[src/rtl/uart_receiver.sv]
// 8N1 UART receiver: 2-flop input synchronizer, mid-bit sampling FSM,
// registered data/data_valid/framing_error/busy outputs.
module uart_receiver #(
    parameter int unsigned CLKS_PER_BIT = 10417
) (
    input  logic       clk,
    input  logic       reset,
    input  logic       RxD,
    output logic [7:0] data,
    output logic       data_valid,
    output logic       framing_error,
    output logic       busy
);

    typedef enum logic [2:0] {
        IDLE,
        START,
        DATA,
        STOP,
        BREAK
    } state_t;

    localparam logic [15:0] HALF_CNT = 16'(CLKS_PER_BIT / 2 - 1);
    localparam logic [15:0] FULL_CNT = 16'(CLKS_PER_BIT - 1);

    state_t      state;
    logic [15:0] cnt;
    logic [2:0]  bit_idx;
    logic [7:0]  shift;
    logic        rx_meta;
    logic        rx_s;

    // Synchronizer resets to idle-high so reset release never looks like a start bit
    always_ff @(posedge clk or posedge reset) begin
        if (reset) begin
            rx_meta <= 1'b1;
            rx_s    <= 1'b1;
        end else begin
            rx_meta <= RxD;
            rx_s    <= rx_meta;
        end
    end

    always_ff @(posedge clk or posedge reset) begin
        if (reset) begin
            state         <= IDLE;
            cnt           <= '0;
            bit_idx       <= '0;
            shift         <= '0;
            data          <= '0;
            data_valid    <= 1'b0;
            framing_error <= 1'b0;
            busy          <= 1'b0;
        end else begin
            data_valid    <= 1'b0;
            framing_error <= 1'b0;
            case (state)
                IDLE: begin
                    if (!rx_s) begin
                        state <= START;
                        cnt   <= '0;
                        busy  <= 1'b1;
                    end
                end
                START: begin
                    if (cnt == HALF_CNT) begin
                        cnt <= '0;
                        if (!rx_s) begin
                            state <= DATA;
                        end else begin
                            state <= IDLE;
                            busy  <= 1'b0;
                        end
                    end else begin
                        cnt <= cnt + 16'd1;
                    end
                end
                DATA: begin
                    if (cnt == FULL_CNT) begin
                        cnt            <= '0;
                        shift[bit_idx] <= rx_s;
                        if (bit_idx == 3'd7) begin
                            bit_idx <= '0;
                            state   <= STOP;
                        end else begin
                            bit_idx <= bit_idx + 3'd1;
                        end
                    end else begin
                        cnt <= cnt + 16'd1;
                    end
                end
                STOP: begin
                    if (cnt == FULL_CNT) begin
                        cnt <= '0;
                        if (rx_s) begin
                            data       <= shift;
                            data_valid <= 1'b1;
                            state      <= IDLE;
                            busy       <= 1'b0;
                        end else begin
                            framing_error <= 1'b1;
                            state         <= BREAK;
                        end
                    end else begin
                        cnt <= cnt + 16'd1;
                    end
                end
                BREAK: begin
                    if (rx_s) begin
                        state <= IDLE;
                        busy  <= 1'b0;
                    end
                end
                default: begin
                    state <= IDLE;
                    busy  <= 1'b0;
                end
            endcase
        end
    end

endmodule

[config.mk]
export PLATFORM = sky130hd
export DESIGN_NAME = uart_receiver
export DESIGN_NICKNAME = d
export VERILOG_FILES = /design/src/rtl/uart_receiver.sv
export SDC_FILE = /design/constraint.sdc
export NUM_CORES = 1
export LEC_CHECK = 0
export CORE_UTILIZATION = 52
export CTS_CLUSTER_SIZE = 8
export DETAILED_ROUTE_END_ITERATION = 12
export PLACE_DENSITY = 0.83
export SYNTH_ARGS = -nofsm -noshare
export SYNTH_HDL_FRONTEND = slang
export SYNTH_SLANG_ARGS = --single-unit
[constraint.sdc]
create_clock -name clk -period 3.6 [get_ports clk]
set_input_delay 0.72 -clock clk [delete_from_list [all_inputs] [get_ports clk]]
set_output_delay 0.72 -clock clk [all_outputs]
set_load 0.02 [all_outputs]
# Word-level counts from Yosys, hierarchy flattened
# Index checks and enable logic that the tools add are counted.
[classes]
n_shift = 0
n_addsub = 2
order_cmp = 2
muxes = 28
mul = 0
n_bitwise = 1
n_div = 0
eq_ne = 13
reduce_logical = 9
[op_table]
columns = ["operator", "n"]
rows = [
  ["$mux 16", 3],
  ["$pmux 16 s3", 1],
  ["$mux 3", 8],
  ["$add 16x1->16 const B", 1],
  ["$eq 16x13->1 const B", 1],
  ["$eq 16x14->1 const B", 1],
  ["$pmux 3 s5", 1],
  ["$ne 2x2->1 const B", 6],
  ["$mux 1", 11],
  ["$bwmux 8", 1],
  ["$eq 3x2->1 const B", 2],
  ["$eq 3x3->1 const B", 2],
  ["$reduce_and 6->1", 1],
  ["$pmux 1 s5", 1],
  ["$lt 3x4->1 const B", 1],
  ["$reduce_and 2->1", 2],
  ["$reduce_and 4->1", 1],
  ["$add 3x1->3 const B", 1],
  ["$demux 1 s3", 1],
  ["$eq 3x1->1 const B", 1],
  ["$ge 3x1->1 const B", 1],
  ["$logic_not 3->1", 1],
  ["$reduce_and 3->1", 1],
  ["$reduce_bool 3->1", 1],
  ["4 further kinds", 4],
]
[word_totals]
latch_bits = 0
word_cells = 65
ram_bits = 0
output_inout_bits = 11
n_memories = 0
ff_bits = 43
rom_bits = 0
inputBits = 3

# Longest topological paths before layout
[logic_depth]
word_depth = 5
ltp_mapped = 9
ltp_nobuf = 7

# Worst setup path after synthesis
# No wires, ideal clock.
[synth_timing]
kind = "register to register"
startpoint = "register cnt[14]"
endpoint = "register shift[4]"
arrival_ns = 2.172
stages_incl_launch_ff = 6
path_slack_ns = 1.304
required_ns = 3.475
setup_ns = 0.125
synth_period_minus_slack_ns = 2.296
cell_sequence = "dfrtp_1 -> or4b_4 -> nor4_4 -> nand3_2 -> nor4b_2 -> mux2_2"
[synth_via]
elab_chain_cells = 2
[synth_rtl]
columns = ["item", "line_no", "rtl"]
rows = [
  ["start: declaration", "27", "logic [15:0] cnt;"],
  ["start signal: assignment", "75", "cnt <= cnt + 16'd1;"],
  ["start signal: assignment", "89", "cnt <= cnt + 16'd1;"],
  ["start signal: assignment", "105", "cnt <= cnt + 16'd1;"],
  ["$eq 16x14->1", "79", "if (cnt == FULL_CNT) begin"],
  ["$reduce_and 2->1 (no line)", "-", ""],
  ["end signal: indexed assignment", "81", "shift[bit_idx] <= rx_s;"],
  ["end: declaration", "29", "logic [7:0] shift;"],
]
# No other way between the ends.
# A chain may end at the register's enable or synchronous reset.

# Worst setup path after layout
# Same ends and word-level chain as after synthesis.

==> flow_metrics.py <==
metrics = {
    "critical_path": {
        "setup.worst_path.end": "shift[4]",
        "crit_fanout": 6,
        "crit_required_ps": 3780,
        "regToRegSetupSlack_ps": 1180,
        "cp-start-kind": "flop",
        "slowest_delay_ps": 580,
        "cp.buffers_inverters": 0,
        "cp_cell_sequence": "or4b_4 > nor4_4 > nand3_2 > nor4b_2 > mux2_2",
        "end_kind": "flop",
        "worst_ep_arrival_time_ps": 2600,
        "crit_slowest_cell": "or4b_4",
        "cp_top_family": "simple AND/OR/NAND/NOR gates",
        "timing.rr.end": "shift[4]",
        "worstSetupPathType": "flop to flop",
        "startpoint": "cnt[14]",
        "reg2reg_from": "cnt[14]",
        "r2r_cells": 5,
        "path_depth": 5,
    },
    "sta": {
        "period_share": 0.672,
        "rsz0062_at_grt": "false",
        "finalSetupViolCount": 0,
        "slew_violations": 0,
        "max_freq_mhz": 413,
        "finalHoldViolations": 0,
        "tightestPinTransition_ps": 711,
        "worst_slack_ps": 1180,
        "finalSetupTns_ps": 0,
        "fin_crit_ps": 2420,
        "slew_headroom": 0.526,
        "skew_ps": 5.99,
    },
    "clock_tree": {
        "cts_tree": "done",
        "numCtsBuffers": 5,
        "cts_resized": 0,
        "clock_latency_ps": 290,
        "ctsHoldBuffers": 0,
        "cts_setup_buffers": 0,
        "clockBufferDepth": 2,
        "htreeDepth": 2,
        "clkSinkCount": 43,
        "cts_root_buf": "clkbuf_8",
        "path_clk_slew_ps": 80,
    },
    "cells_and_area": {
        "n_antenna_cell": 0,
        "layout.cells.non_filler": 267,
        "syn_to_final_growth_pct": 11.4,
        "drive_gt1_frac": 0.184,
        "nNetsFinal": 223,
    },
    "synth": {
        "syn_nets": 216,
        "yosys-top-cells-area": "dfrtp_1, mux2_2, nand2_1",
        "synth_commonest_cells": "dfrtp_1, mux2_2, nand2_1",
        "synth_cells": 209,
        "synth-edff-count": 0,
        "seq_area_frac_synth": 0.487,
        "synth_area_per_cell_sq_um": 10.6,
        "synth_most_common_cell": "dfrtp_1",
        "synth_seq_cells": 43,
        "synth_top_area_cell": "dfrtp_1",
        "synth-async-reset-ratio": 1.00,
        "synth.distinct_cells": 50,
        "synth_top_area_share": 0.464,
        "ys_warn_count": 0,
        "yosys_most_used_dff": "dfrtp_1",
        "syn-cell-area_sq_um": 2210,
    },
    "flow_run": {
        "drv_cap": 0,
    },
    "placed_design": {
        "port_buffers": 13,
        "place_inst": 259,
        "routabilityCongestion": 0.809,
        "hpwl_mm": 2.58,
        "post-place-ws_ps": 1180,
    },
    "power_and_ir_drop": {
        "pwr-share-seq": 0.552,
        "comb_power_share": 0.016,
        "intPower_uw": 713,
        "vdd_drop_max_v": 0.000231,
        "swShare": 0.193,
        "p_total_uw": 883,
        "pwr-share-clk": 0.433,
        "powerDensity_nw_per_um2": 358,
        "power_switching_uw": 170,
        "power.leakage_uw": 0.00112,
    },
    "route": {
        "drt_drc_violations_left": 0,
        "firstDrtPassIters": 4,
        "drt_iter0_drc": 113,
        "post_drt_wl_per_cell_microns": 14.0,
        "vias": 1576,
        "drt-total-wl_mm": 3.73,
        "via_per_inst": 5.90,
        "drtAntennaViolNets": 0,
    },
    "global_route": {
        "overflow": 0,
        "track_usage": 0.197,
        "grt_max_degree": 30,
        "grt_pass1_vias": 1428,
        "grt_pass1_wl_mm": 6.62,
        "antenna_found_initial": 0,
    },
    "floorplanning": {
        "initial_utilization": 0.545,
        "rows": 23,
        "io_pins": 14,
        "die_w_microns": 67.2,
        "core_region_area_sq_um": 4060,
        "dieArea_sq_um": 4520,
        "die_y_microns": 67.2,
    },
    "worst_hold_path": {
        "holdCritPathClass": "flop to flop",
    },
    "run_status": {
        "outcome": "complete, no violations",
    },
}
worst min-delay path by stage:
| stage | cells past startpoint | end | start | slack [ps] |
|---|---|---|---|---|
| 2_1_floorplan | 0 | rx_s | rx_meta | 350 |
| 3_3_place_gp | 0 | rx_s | rx_meta | 350 |
| 3_5_place_dp | 0 | rx_s | rx_meta | 350 |
| 4_1_cts | 0 | rx_s | rx_meta | 360 |
| 5_1_grt | 0 | rx_s | rx_meta | 370 |
| 6_report | 0 | rx_s | rx_meta | 360 |
cell type report:
type                       count  area [sq um]
timing repair buffer          15           145
sequential                    43          1080
tap                           50          62.6
inverter                       6          22.5
fill                         332          1590
clock inverter                 2          35.0
multi-input combinational    145          1040
clock buffer                   6          82.6
cell usage in the layout (no fill, tap or decap), drive strengths merged, types with 2 or more instances in the layout:
master         count
a21o               2
nor4b              2
clkbuf             6
nand4              5
o21ai              7
nand2             18
or4bb              2
or4b               3
nor2              13
nand2b             3
o31ai              2
clkinv             2
nand3b             2
a21oi              9
and2               2
dfrtp             41
a211o              2
dfstp              2
inv                5
a221o              2
nand4b             2
and3               6
nor3               4
clkdlybuf4s50     13
buf                2
nand3              9
ha                 4
a31oi              8
nor4               4
mux2              18
registers in the layout, summed over array words and instances (netlist names):
register	cells
framing_error	1
shift	8
data	8
data_valid	1
bit_idx	3
state	3
busy	1
rx_s	1
rx_meta	1
cnt	16
power by group through the flow:
stage / registers, uW / logic (uW) / clock network [uW]
after global routing: 488 / 16.8 / 417
after global placement: 497 / 14.9 / 0
after floorplan: 494 / 11.3 / 0
final: 487 / 13.8 / 382
after CTS: 488 / 14.8 / 394
after detailed placement: 497 / 14.8 / 0
layer usage:
layer | wire length [microns] | track usage | up-vias | share of wire
li1 | - | - | 781 | -
met1 | 1720 | 0.255 | 760 | 0.46
met2 | 1820 | 0.319 | 29 | 0.49
met3 | 135 | 0.0456 | 6 | 0.036
met4 | 60 | 0.0745 | 0 | 0.016
met5 | 0 | 0 | - | 0
metrics by stage:
stage	instance area, sq um	hold slack [ps]	utilization
global route	2460	366	0.607
global placement	2350	346	0.578
floorplan	2210	345	-
CTS	2460	359	0.607
detailed placement	2350	347	0.578
finish	2460	358	0.607
cells by family after synthesis:
| logic type | count (synthesis) | synth area share |
|---|---|---|
| compound gates | 38 | 0.112 |
| xor+xnor | 1 | 0.00396 |
| fa+ha+maj | 4 | 0.0226 |
| buf+inv | 21 | 0.0435 |
| flops | 43 | 0.487 |
| mux | 19 | 0.0961 |
| simple gates | 83 | 0.234 |
worst reg2reg max path, cell delays in order (launching register included):
cell	delay (ps)
dfrtp_1	420
or4b_4	580
nor4_4	440
nand3_2	220
nor4b_2	290
mux2_2	360
Power figures use the tool's default switching activity.
